[src/rtl/arcade_input_mapper.sv]
// -----------------------------------------------------------------------------
// arcade_input_mapper
//
// Merges a PS/2 keyboard event stream and per-player joystick vectors into
// one registered, active-high button vector per player, with optional screen
// rotation of the direction bits, a fixed-length coin pulse and an optional
// per-player autofire.
//
// Build option: define AUTOFIRE_EN to enable autofire on the fire button.
// Without it, vblank and af_mask are ignored (the port list is unchanged).
//
// Parameters
//   NUM_PLAYERS  player channels (1..4)
//   COIN_PULSE   coin output pulse length in clock cycles (1..255)
//   AF_FRAMES    autofire half-period in vblank rising edges (1..15)
//
// Ports
//   CLK       system clock, rising edge
//   RESET     synchronous, active-high reset
//   ps2_key   [10] toggles per event, [9] pressed, [8:0] scan code
//   joy       16 bits per player; bits 0..7 = right,left,down,up,fire,start,skip,coin
//   rotate    00 none, 01 CW, 10 CCW, 11 180 (direction bits only)
//   vblank    frame marker used for autofire timing
//   af_mask   per-player autofire enable
//   btn       8 bits per player, same bit order as joy
// -----------------------------------------------------------------------------
module arcade_input_mapper #(
    parameter int NUM_PLAYERS = 2,
    parameter int COIN_PULSE  = 16,
    parameter int AF_FRAMES   = 2
) (
    input  logic                      CLK,
    input  logic                      RESET,
    input  logic [10:0]               ps2_key,
    input  logic [16*NUM_PLAYERS-1:0] joy,
    input  logic [1:0]                rotate,
    input  logic                      vblank,
    input  logic [NUM_PLAYERS-1:0]    af_mask,
    output logic [8*NUM_PLAYERS-1:0]  btn
);

    localparam int RIGHT = 0;
    localparam int LEFT  = 1;
    localparam int DOWN  = 2;
    localparam int UP    = 3;
    localparam int FIRE  = 4;
    localparam int START = 5;
    localparam int SKIP  = 6;
    localparam int COIN  = 7;

    // Returns {up, down, left, right} after applying the screen rotation.
    function automatic logic [3:0] rotate_dirs(input logic [3:0] d, input logic [1:0] r);
        case (r)
            2'b01:   rotate_dirs = {d[LEFT],  d[RIGHT], d[DOWN],  d[UP]};
            2'b10:   rotate_dirs = {d[RIGHT], d[LEFT],  d[UP],    d[DOWN]};
            2'b11:   rotate_dirs = {d[DOWN],  d[UP],    d[RIGHT], d[LEFT]};
            default: rotate_dirs = d;
        endcase
    endfunction

    // ------------------------------------------------------------------
    // Keyboard: event detection and key latches
    // ------------------------------------------------------------------
    logic       toggle_reg;
    logic       key_event;
    logic [7:0] p1_hit;
    logic [7:0] p2_hit;
    logic [7:0] p1_key_reg;
    logic [7:0] p2_key_reg;

    assign key_event = ps2_key[10] ^ toggle_reg;

    always_comb begin
        p1_hit = '0;
        p2_hit = '0;
        // Arrows match on the low byte so extended and keypad codes both work.
        case (ps2_key[7:0])
            8'h74:   p1_hit[RIGHT] = 1'b1;
            8'h6B:   p1_hit[LEFT]  = 1'b1;
            8'h72:   p1_hit[DOWN]  = 1'b1;
            8'h75:   p1_hit[UP]    = 1'b1;
            default: ;
        endcase
        case (ps2_key[8:0])
            9'h029, 9'h014: p1_hit[FIRE]  = 1'b1;
            9'h016, 9'h005: p1_hit[START] = 1'b1;
            9'h003:         p1_hit[SKIP]  = 1'b1;
            9'h02E:         p1_hit[COIN]  = 1'b1;
            9'h02D:         p2_hit[UP]    = 1'b1;
            9'h02B:         p2_hit[DOWN]  = 1'b1;
            9'h023:         p2_hit[LEFT]  = 1'b1;
            9'h034:         p2_hit[RIGHT] = 1'b1;
            9'h01C:         p2_hit[FIRE]  = 1'b1;
            9'h01E, 9'h006: p2_hit[START] = 1'b1;
            9'h01B:         p2_hit[SKIP]  = 1'b1;
            9'h036:         p2_hit[COIN]  = 1'b1;
            default:        ;
        endcase
        if (NUM_PLAYERS < 2) begin
            p2_hit = '0;
        end
    end

    // The toggle copy also tracks during reset so leaving reset is not an event.
    always_ff @(posedge CLK) begin
        toggle_reg <= ps2_key[10];
        if (RESET) begin
            p1_key_reg <= '0;
            p2_key_reg <= '0;
        end else if (key_event) begin
            for (int i = 0; i < 8; i++) begin
                if (p1_hit[i]) p1_key_reg[i] <= ps2_key[9];
                if (p2_hit[i]) p2_key_reg[i] <= ps2_key[9];
            end
        end
    end

    // Player 2 latches have no consumer in a single-player build.
    logic unused_p2;
    assign unused_p2 = &{1'b0, p2_key_reg};

    // ------------------------------------------------------------------
    // Frame edge for autofire
    // ------------------------------------------------------------------
`ifdef AUTOFIRE_EN
    logic vblank_reg;
    logic vblank_rise;

    always_ff @(posedge CLK) begin
        if (RESET) vblank_reg <= 1'b0;
        else       vblank_reg <= vblank;
    end

    assign vblank_rise = vblank & ~vblank_reg;
`else
    logic unused_af;
    assign unused_af = &{1'b0, vblank, af_mask};
`endif

    // ------------------------------------------------------------------
    // Per-player merge, rotation, coin pulse and output register
    // ------------------------------------------------------------------
    generate
        for (genvar gi = 0; gi < NUM_PLAYERS; gi++) begin : g_player
            logic [7:0] key_bits;
            logic [7:0] raw;
            logic [7:0] btn_reg;
            logic [7:0] btn_next;
            logic [7:0] coin_cnt_reg;
            logic [7:0] coin_cnt_next;
            logic       coin_prev_reg;
            logic       fire_out;
            logic       unused_joy;

            if (gi == 0) begin : g_keys_p1
                assign key_bits = p1_key_reg;
            end else if (gi == 1) begin : g_keys_p2
                assign key_bits = p2_key_reg;
            end else begin : g_keys_none
                assign key_bits = '0;
            end

            assign raw        = key_bits | joy[16*gi +: 8];
            assign unused_joy = &{1'b0, joy[16*gi+8 +: 8]};

            // Edge-triggered, non-retriggerable pulse; key and joy coin share one edge.
            always_comb begin
                coin_cnt_next = coin_cnt_reg;
                if (coin_cnt_reg != 8'd0) begin
                    coin_cnt_next = coin_cnt_reg - 8'd1;
                end else if (raw[COIN] && !coin_prev_reg) begin
                    coin_cnt_next = 8'(COIN_PULSE);
                end
            end

`ifdef AUTOFIRE_EN
            logic [3:0] af_cnt_reg;
            logic [3:0] af_cnt_next;
            logic       af_off_reg;
            logic       af_off_next;

            // af_off idles at 0 so the first frame of a press is always "on".
            always_comb begin
                af_cnt_next = af_cnt_reg;
                af_off_next = af_off_reg;
                if (!(raw[FIRE] && af_mask[gi])) begin
                    af_cnt_next = 4'd0;
                    af_off_next = 1'b0;
                end else if (vblank_rise) begin
                    if (af_cnt_reg == 4'(AF_FRAMES - 1)) begin
                        af_cnt_next = 4'd0;
                        af_off_next = ~af_off_reg;
                    end else begin
                        af_cnt_next = af_cnt_reg + 4'd1;
                    end
                end
            end

            always_ff @(posedge CLK) begin
                if (RESET) begin
                    af_cnt_reg <= 4'd0;
                    af_off_reg <= 1'b0;
                end else begin
                    af_cnt_reg <= af_cnt_next;
                    af_off_reg <= af_off_next;
                end
            end

            assign fire_out = raw[FIRE] & ~(af_mask[gi] & af_off_reg);
`else
            assign fire_out = raw[FIRE];
`endif

            assign btn_next = {coin_cnt_next != 8'd0, raw[SKIP], raw[START], fire_out,
                               rotate_dirs(raw[3:0], rotate)};

            always_ff @(posedge CLK) begin
                if (RESET) begin
                    coin_cnt_reg  <= 8'd0;
                    coin_prev_reg <= 1'b0;
                    btn_reg       <= '0;
                end else begin
                    coin_cnt_reg  <= coin_cnt_next;
                    coin_prev_reg <= raw[COIN];
                    btn_reg       <= btn_next;
                end
            end

            assign btn[8*gi +: 8] = btn_reg;
        end
    endgenerate

endmodule

[config.mk]
export PLATFORM = sky130hd
export DESIGN_NAME = arcade_input_mapper
export DESIGN_NICKNAME = d
export VERILOG_FILES = /design/src/rtl/arcade_input_mapper.sv
export SDC_FILE = /design/constraint.sdc
export NUM_CORES = 1
export LEC_CHECK = 0
export CAP_MARGIN = 30
export CORE_AREA = 3 3 82 84
export DETAILED_ROUTE_END_ITERATION = 12
export DIE_AREA = 0 0 85 87
export GPL_TIMING_DRIVEN = 1
export PLACE_DENSITY = 0.74
export SLEW_MARGIN = 20
export SYNTH_ARGS = -nofsm -noshare
export SYNTH_HDL_FRONTEND = slang
export SYNTH_SLANG_ARGS = --single-unit
[constraint.sdc]
create_clock -name CLK -period 1.68 [get_ports CLK]
set_clock_uncertainty 0.1 [all_clocks]
set_input_delay 0.42 -clock CLK [delete_from_list [all_inputs] [get_ports CLK]]
set_output_delay 0.42 -clock CLK [all_outputs]
set_load 0.03 [all_outputs]
==> results.cfg <==
[cts]
insertion_delay_ps = 300
clkTransAtPathRegs_ps = 90
cts_tree = done
htree_levels = 2
clockRootBuffer = clkbuf_8
cts_made_buffers = 5
cts.path.max_buffers = 2
clock_sinks = 51

[timing]
max_slew_margin_pct = 76.43
rsz0062_at_grt = yes
finalCritPeriodShare_pct = 99.51
worst_pin_slew_ps = 350.4
setup_viol = 0
finalHoldViolCount = 0
worst_slack_ps = 8.243
fmaxAchievable_mhz = 598.2
period_needed_ps = 1672
final_max_slew_viol_count = 0

[synth]
muxShareOfSynthArea_pct = 9.967
syn_avg_cell_area_um2 = 8.864
syn_inst = 296
async_reset_ff_share_pct = 0
synth_nets = 350
synth_compound_area_share_pct = 15.55
synthFlopType = dfxtp_1
synth-simple-area-share_pct = 27.75
synth_edf_count = 0
synthXorXnorAreaFrac_pct = 1.955
synth_fa_ha_area_share_pct = 1.907
yosys_warnings = 0
ys_ff_latch = 51
synth_top_family_by_area = simple AND/OR/NAND/NOR gates
syn_area_um2 = 2624
ys_types = 51
yosysSeqAreaShare_pct = 38.91

[cells_and_area]
num_antenna_cells = 0
multiInputGateArea_um2 = 1740
seqCellArea_um2 = 1028
drive_gt1_share_pct = 34.51
nNetsFinal = 450
fillers = 474
syn2layout_area_growth_pct = 52.17

[global_route]
antenna_found_initial = 0
grt_pass1_wl_um = 11550
grt_pass1_vias = 2558
grt_max_degree = 51
grt_util_all_layers_pct = 19.04
overflow = 0

[floorplan]
fp.dieW_um = 85
rows = 28
die_y_um = 87
coreArea_um2 = 5991
die_area_um2 = 7395
start_util_pct = 43.80
ios = 66

[setup_path]
crit_slowest_cell = or4_4
crit_top_cell = or4_4
critPathLaunch = g_player[0].coin_cnt_reg[1]
critPathCaptureType = flip-flop
start_kind = flip-flop
cp_num_buf_inv = 1
arrival_ps = 1810
worstSetupPathType = reg -> reg
crit_family = simple AND/OR/NAND/NOR gates
critical_path.max_stage_delay_ps = 520
critPathRequiredTime_ps = 1820
path_cells = buf_6, or4_4, or4_4, a21oi_2
r2r-start = g_player[0].coin_cnt_reg[1]
worstPathMaxFanout = 4

[pwr]
finalPower_mw = 5.874
power_density_nw_per_um2 = 1471
peakVddDrop_mv = 0.8772
p_leak_nw = 1.615

[routing]
viasPerCell = 5.551
drc = 0
totalWireLength_um = 7166
first_iter_violations = 123
firstDrtPassIters = 4
routedWlPerCell_um = 15.18
vias = 2620
ant_nets = 0

[worst_hold_path]
hp-start = ps2_key[10]
hold_path.class = in -> reg

[place]
dp_slack_ps = -476.8
place_hpwl_um = 5127
place_congestion = 0.9111
port_buffers = 46

[job]
cap_violations = 0

[outcome]
status = finished clean
[worst paths after layout]
| kind | depth (start not counted) | slack, ps | endpoint |
|---|---|---|---|
| min reg2reg | 2 | 380 | g_player[0].btn_reg[5] |
| min | 1 | 350 | toggle_reg |
| max reg2reg | 4 | 8 | g_player[0].coin_cnt_reg[5] |
| max | 4 | 8 | g_player[0].coin_cnt_reg[5] |
[repair_timing]
item                                    CTS  global route
gates resized for setup                  38            39
endpoints found under the hold margin     0             0
endpoints found under the setup margin   37            21
setup buffers                             3             3
hold buffers                              0             0
pin swaps                                 4             9
[cells in the final DEF (no fill, tap or decap), drive strengths merged, types with 4 or more instances in the layout]
master | Yosys | routed
nor3 | 5 | 5
dfxtp | 51 | 51
a21oi | 26 | 26
o41ai | 4 | 4
nor4 | 4 | 4
nand4 | 10 | 10
nor2 | 57 | 57
ha | 4 | 4
dlygate4sd2 | 0 | 20
mux4 | 8 | 8
o31ai | 9 | 9
clkbuf | 14 | 6
nand3b | 6 | 6
mux2i | 7 | 7
and4 | 5 | 5
nand3 | 12 | 12
o21ai | 4 | 4
nand2 | 7 | 7
a41oi | 4 | 4
nand2b | 7 | 7
buf | 2 | 63
clkdlybuf4s50 | 0 | 23
inv | 11 | 11
[area by class of cell]
| cell class | instances | share of cell area (%) |
|---|---|---|
| clock buffers | 6 | 1.818 |
| clock inverters | 2 | 1.504 |
| inverters | 11 | 1.097 |
| multi-input cells | 218 | 43.59 |
| flip-flops and latches | 51 | 25.76 |
| well taps | 75 | 2.350 |
| repair buffers | 109 | 23.88 |
[layer usage]
metal  vias to the layer above  track usage, %  wire (um)
li1                       1290               -          -
met1                      1252           22.75       2978
met2                        68           34.75       3767
met3                        10           3.027        301
met4                         0           6.187        119
met5                         -               0          0
[where the power goes]
part | switching [mW] | internal [mW] | total [mW] | leakage [nW]
logic | 1.47 | 1.72 | 3.19 | 1.13
clock network | 0.403 | 0.595 | 0.998 | 0.0654
registers | 0.250 | 1.43 | 1.68 | 0.421
[synth_stat cells, types with 4 or more instances]
cell type / number / area [um2]
a21oi_1: 26 / 130.1
a41oi_1: 4 / 35.03
and4_1: 5 / 43.79
clkbuf_1: 14 / 52.55
dfxtp_1: 51 / 1021
ha_1: 4 / 50.05
inv_1: 11 / 41.29
mux2i_1: 7 / 70.07
mux4_2: 8 / 180.2
nand2_1: 6 / 22.52
nand2b_1: 7 / 43.79
nand3_1: 12 / 60.06
nand3b_1: 6 / 45.04
nand4_1: 9 / 56.30
nor2_1: 57 / 214.0
nor3_1: 5 / 25.02
o21ai_0: 4 / 20.02
o31ai_1: 9 / 67.56
o41ai_1: 4 / 35.03
[cells by family (layout without fill, tap and decap cells)]
| kind of cell | Yosys count | in the layout |
|---|---|---|
| and+or+nand+nor | 132 | 132 |
| AOI/OAI and AO/OA | 61 | 61 |
| DFF | 51 | 51 |
| buffers and inverters | 27 | 128 |
| muxes | 16 | 16 |
| xor gates and xnor gates | 5 | 5 |
| adders and majority gates | 4 | 4 |
[worst register-to-register path, stage by stage (launching register included)]
cell and delay [ps]:
dfxtp_2 330, buf_6 120, or4_4 520, or4_4 430, a21oi_2 120
[per-stage QoR]
stage	setup TNS, ps	instances	hold slack [ps]	util, %	instance area, um2
final	0	472	349.5	66.65	3993
after global routing	-178.1	472	343.9	66.65	3993
after CTS	-22.33	469	350.8	63.60	3810
after detailed placement	-8793	458	354.9	60.05	3597
after global placement	-7869	458	349.3	60.05	3597
after floorplan	-10.21	296	331.8	-	2656
Note: power is estimated with default switching activity, not from simulation.
==> edit 1, RTL diff (config.mk and constraints unchanged) <==
Add an input register stage for `joy`, cleared by the reset; this delays it by one clock. The other inputs are not delayed to match.
--- a/src/rtl/arcade_input_mapper.sv
+++ b/src/rtl/arcade_input_mapper.sv
@@ -47,6 +47,16 @@
     localparam int START = 5;
     localparam int SKIP  = 6;
     localparam int COIN  = 7;
+
+    logic [16*NUM_PLAYERS-1:0] joy_q;
+
+    always_ff @(posedge CLK) begin
+        if (RESET) begin
+            joy_q <= '0;
+        end else begin
+            joy_q <= joy;
+        end
+    end
 
     // Returns {up, down, left, right} after applying the screen rotation.
     function automatic logic [3:0] rotate_dirs(input logic [3:0] d, input logic [1:0] r);
@@ -160,8 +170,8 @@
                 assign key_bits = '0;
             end
 
-            assign raw        = key_bits | joy[16*gi +: 8];
-            assign unused_joy = &{1'b0, joy[16*gi+8 +: 8]};
+            assign raw        = key_bits | joy_q[16*gi +: 8];
+            assign unused_joy = &{1'b0, joy_q[16*gi+8 +: 8]};
 
             // Edge-triggered, non-retriggerable pulse; key and joy coin share one edge.
             always_comb begin
Formal check against the unedited RTL: not equivalent (Yosys sat finds a counterexample within 4 cycles, from zero or initial values and one cycle with RESET high).
==> edit 1 against the original RTL <==
The flow now finishes with violations (negative setup slack). Largest cell class unchanged. Core utilization is 5.5 points higher. Setup slack worse by 0.021 ns. Routed wire length is 3.7% higher. Synthesized area is 14% higher. First-iteration DRC count is 46% higher. Clock power is 22% higher. Non-clock buffer count is 4 lower. Die area stayed put. Final area is 8.2% higher. Sequential cell count is 16 higher. Largest power group unchanged. Power is 4.7% higher. Critical path type unchanged. Count of clock-buffer cells in the layout is 4 higher.
==> edit 1: results (changes against the original RTL) <==
outcome=finished with violations; failing checks=negative setup slack; maximum vdd drop=0.000979 V (+12%); Seq/Total Area, Yosys=45.0% (+6.1 points); largest net degree at the start of global routing=28 (-45%); post-synthesis compound-gate area fraction=10.5% (-5.1 points); Syn. warnings=0 (unchanged); Worst-Skew Late Latency=0.35 ns (+0.05 ns); Pleak=1.84 nW (+14%); wl on met1=3310 um (+11%); first-pass GRT wire length=11600 um (+0.84%); crit-path max FO=3 (-1); switching share of power=36.9% (+0.75 points); xor/xnor share of the synthesized area=1.17% (-0.78 points); synth top area cells=dfxtp_1 45%, nor2_1 6.5%, mux4_2 6.0%; Slowest cell on crit path=or3b_4; Worst Path Arrival=1.87 ns (+0.06 ns); clock buffer depth=2 (unchanged); final net count=478 (+6.2%); Mapped Cells=323 (+9.1%); max layer used=met4; WL met3=364 um (+21%); CTS buffer count=9 (+4); Tot GR Track Use=19.6% (+0.52 points); Synth Net Count=377 (+7.7%); Post-DP Area=3870 sq um (+7.7%); H-tree depth=3 (+1); met2 wire len=3610 um (-4.2%); clk slew on worst S/H paths=0.07 ns (-0.02 ns); Port Buffers=46 (unchanged); Non-Filler Instances=504 (+6.8%); fillers=424 (-11%); Vias=2732 (+4.3%); mux contribution to synthesized area=10.7% (+0.77 points); Largest stage delay, worst path=0.40 ns (-0.12 ns); post-synth cell types=47 (-7.8%); Adder-Cell Fraction of Synth Area=1.68% (-0.23 points); Post-synth top cells=67 x dfxtp_1, 52 x nor2_1, 23 x a21oi_1, 22 x nor2b_1; initial antenna violation count=0 (unchanged); 1st-iter DRT viols=180 (+46%); global placement routability congestion=0.893 (-1.9%); setup ws final=-0.0129 ns (-0.0211 ns); Root Driver=clkbuf_8; Avg WL per Cell=14.7 um (-2.9%); drt pass-1 iters=4 (unchanged); layout cells sized above 1=31.0% (-3.5 points); Slew headroom=76.0% (-0.42 points); Final setup viols=2 (+2); vias in the first global route=2605 (+1.8%); DP HPWL=4910 um (-4.3%); CP delay by family, top=simple AND/OR/NAND/NOR gates
-- edit 1: cell count changes after synthesis, sizes merged, moves of 4 or more --
cell | before | now
nor2b | 1 | 22
dfxtp | 51 | 67
mux2i | 7 | 14
nand4 | 10 | 4
o31ai | 9 | 3
nor2 | 57 | 52
or3 | 3 | 7
-- edit 1: power groups by stage --
stage	combinational (W)	clock [W]	sequential (W)
6_report	0.00285	0.00122	0.00208
5_1_grt	0.00311	0.00131	0.00211
4_1_cts	0.00239	0.00125	0.00202
3_5_place_dp	0.00229	0	0.00205
3_3_place_gp	0.00224	0	0.00204
2_1_floorplan	0.00144	0	0.00210
-- edit 1: final cells by class --
| class | count | area share [%] |
|---|---|---|
| Sequential cell | 67 | 31.3 |
| Timing Repair Buffer | 105 | 20.9 |
| Tap cell | 75 | 2.17 |
| Multi-Input combinational cell | 227 | 40.3 |
| Clock buffer | 10 | 3.19 |
| Clock inverter | 6 | 0.927 |
| Inverter | 14 | 1.33 |
-- edit 1: cells by family after synthesis --
group           after synthesis
flops                        67
fa+ha+maj                     4
mux                          22
xor+xnor                      4
simple gates                148
compound gates               49
buf+inv                      29
-- edit 1: what timing repair did --
item	in CTS	in global routing
pin swaps	9	13
buffers inserted	2	7
gates resized for setup	40	43
gates cloned	1	0
endpoints found under the setup margin	34	23
hold buffers	0	0
-- edit 1: worst paths after layout --
check,from,to,slack (ns),depth (start not counted)
max reg2reg,g_player[0].coin_cnt_reg[1],g_player[0].btn_reg[7],-0.01,4
min reg2reg,joy_q[6],g_player[0].btn_reg[6],0.33,2
max,g_player[0].coin_cnt_reg[1],g_player[0].btn_reg[7],-0.01,4
min,ps2_key[10],toggle_reg,0.28,1
-- edit 1: routing by layer --
metal  global-route usage [%]  vias up
li1                         -     1341
met1                     24.5     1286
met2                     31.7       89
met3                     5.87       16
met4                     7.63        0
met5                        0        -
-- edit 1: stage by stage --
step / hold WS [ns] / utilization, % / TNS (ns) / setup slack, ns
after CTS: 0.267 / 68.4 / -0.0147 / -0.0103
final: 0.279 / 72.1 / -0.0155 / -0.0129
after global placement: 0.318 / 64.7 / -7.79 / -0.584
after floorplan: 0.311 / - / -0.342 / -0.158
after global routing: 0.268 / 72.1 / -0.286 / -0.0734
after detailed placement: 0.325 / 64.7 / -8.57 / -0.619
==> edit 2, RTL diff (same flow settings) <==
Without the edit above. `DOWN`: 2 -> 1.
--- a/src/rtl/arcade_input_mapper.sv
+++ b/src/rtl/arcade_input_mapper.sv
@@ -41,7 +41,7 @@
 
     localparam int RIGHT = 0;
     localparam int LEFT  = 1;
-    localparam int DOWN  = 2;
+    localparam int DOWN  = 1;
     localparam int UP    = 3;
     localparam int FIRE  = 4;
     localparam int START = 5;
Function: changed (Yosys sat finds a counterexample within 4 cycles, from zero or initial values and one cycle with RESET high).
==> edit 2 against the original RTL <==
The flow now finishes with violations (negative setup slack). Routed wire length down 6.9%. Sequential cell count down 2. Count of clock-buffer cells in the layout down 1. Worst hold slack better by 0.026 ns. Cell count down 1.9%. Synthesized area down 9.2%. Setup slack worse by 0.15 ns. Via count down 4.5%. Final area down 7.8%. First-iteration DRC count up 25%. Power down 6.6%. Die area unchanged. Critical path depth unchanged. Core utilization down 5.2 points. Critical endpoint is now g_player[1].btn_reg[7]. Largest power group unchanged. Highest routed layer unchanged.
==> edit 2: results (changes against the original RTL) <==
outcome=finished with violations; failing checks=negative setup slack; global placement routability congestion=0.883 (-3.1%); DP HPWL=4560 um (-11%); Slowest cell on crit path=or3_4; NonClk Buf Share=25.1% (+1.2 points); Synth Net Count=340 (-2.9%); worst r2r src=g_player[1].coin_cnt_reg[0]; Final setup viols=6 (+6); H-tree depth=2 (unchanged); Worst Path Arrival=1.89 ns (+0.08 ns); clk slew on worst S/H paths=0.10 ns; vias in the first global route=2380 (-7.0%); Flop pwr share=30.0% (+1.4 points); final net count=441 (-2.0%); clock buffer depth=2 (unchanged); FFs w/ async S/R, synth=0% (unchanged); Tot GR Track Use=17.1% (-1.9 points); crit path capture=g_player[1].btn_reg[7]; crit-path max FO=4 (unchanged); Clock Network Area Fraction=3.13% (-0.19 points); initial antenna violation count=0 (unchanged); Worst-Skew Late Latency=0.30 ns (about the same); Hold/Removal Path Class=reg -> reg; Pint=0.00339 W (-9.6%); multi-input gate count=215 (-1.4%); Vias=2502 (-4.5%); Worst R2R Path Depth=4 (unchanged); setup ws final=-0.139 ns (-0.147 ns); 1st-iter DRT viols=154 (+25%); Setup CP Type=reg -> reg; maximum vdd drop=0.000913 V (+4.0%); Seq/Total Area, Yosys=41.2% (+2.3 points); post-synth cell types=45 (-12%); Post-synth top cells=49 x dfxtp_1, 40 x nor2_1, 31 x a21oi_1, 15 x nand2_1; Total Neg Setup Slack=-0.457 ns (-0.457 ns); Root Driver=clkbuf_8; fillers=493 (+4.0%); FFs & Latches=49 (-3.9%); Largest stage delay, worst path=0.38 ns (-0.14 ns); Hold Vio Cnt, Final=0 (unchanged); synth top area cells=dfxtp_1 41%, a21oi_1 6.5%, nor2_1 6.3%; register area=990 sq um (-3.8%); Slew headroom=76.3% (-0.16 points); ANT cells=0 (unchanged); Hold WS=0.375 ns (+0.0255 ns); first-pass GRT wire length=10500 um (-9.3%); final wirelength=6670 um (-6.9%); non-clock buffer total of the final layout=106 (-2.8%); Syn. warnings=0 (unchanged); layout cells sized above 1=30.4% (-4.1 points); CP delay by family, top=compound AO/OA/AOI/OAI gates; drt pass-1 iters=4 (unchanged); Logic pwr share=54.7% (+0.3 points); Non-CTS inverters=10 (-1); Pleak=1.48 nW (-8.6%); largest net degree at the start of global routing=36 (-29%); area of the multi-input gates=1520 sq um (-13%); Clock Buffer Count=5 (-1); Residual DRC=0 (unchanged)
## edit 2: logic make-up after synthesis
| kind of cell | after synthesis | synth area share [%] |
|---|---|---|
| compound gates | 82 | 22.5 |
| xor+xnor | 2 | 0.735 |
| fa+ha+maj | 4 | 2.10 |
| buf+inv | 22 | 3.47 |
| flops | 49 | 41.2 |
| mux | 7 | 3.05 |
| simple gates | 120 | 27.0 |
## edit 2: tightest hold or removal path: cells and delay by family (launching register included)
family	cells	cell delay [ns]
compound gates	2	0.10
flops	1	0.34
## edit 2: through the flow
stage	cells	power [W]	worst slack [ns]	area (sq um)	utilization, %
after floorplan	286	0.00306	-0.356	2410	-
after global placement	448	0.00405	-0.830	3340	55.7
after detailed placement	448	0.00413	-0.861	3340	55.7
after CTS	459	0.00512	-0.173	3490	58.3
after global routing	463	0.00588	-0.184	3680	61.4
final	463	0.00549	-0.139	3680	61.4
## edit 2: timing repair
action	CTS	global route
setup buffers	3	4
endpoints found under the setup margin	35	22
gates resized for setup	52	33
pin swaps	19	14
endpoints found under the hold margin	0	0
## edit 2: how the worst min path moves through the flow
stage / from / endpoint / cells past startpoint
3_5_place_dp: g_player[0].key_bits[6] / g_player[0].key_bits[6] / 2
5_1_grt: g_player[1].key_bits[6] / g_player[1].key_bits[6] / 2
2_1_floorplan: g_player[1].key_bits[4] / g_player[1].btn_reg[4] / 2
4_1_cts: g_player[0].key_bits[6] / g_player[0].key_bits[6] / 2
6_report: g_player[0].key_bits[6] / g_player[0].key_bits[6] / 2
3_3_place_gp: g_player[0].key_bits[4] / g_player[0].btn_reg[4] / 2
## edit 2: per-layer routing
metal	GRT usage [%]	vias to the layer above	share of wire, %
li1	-	1263	-
met1	19.9	1177	42
met2	30.9	55	53
met3	3.12	7	3.4
met4	7.19	0	1.3
met5	0	-	0
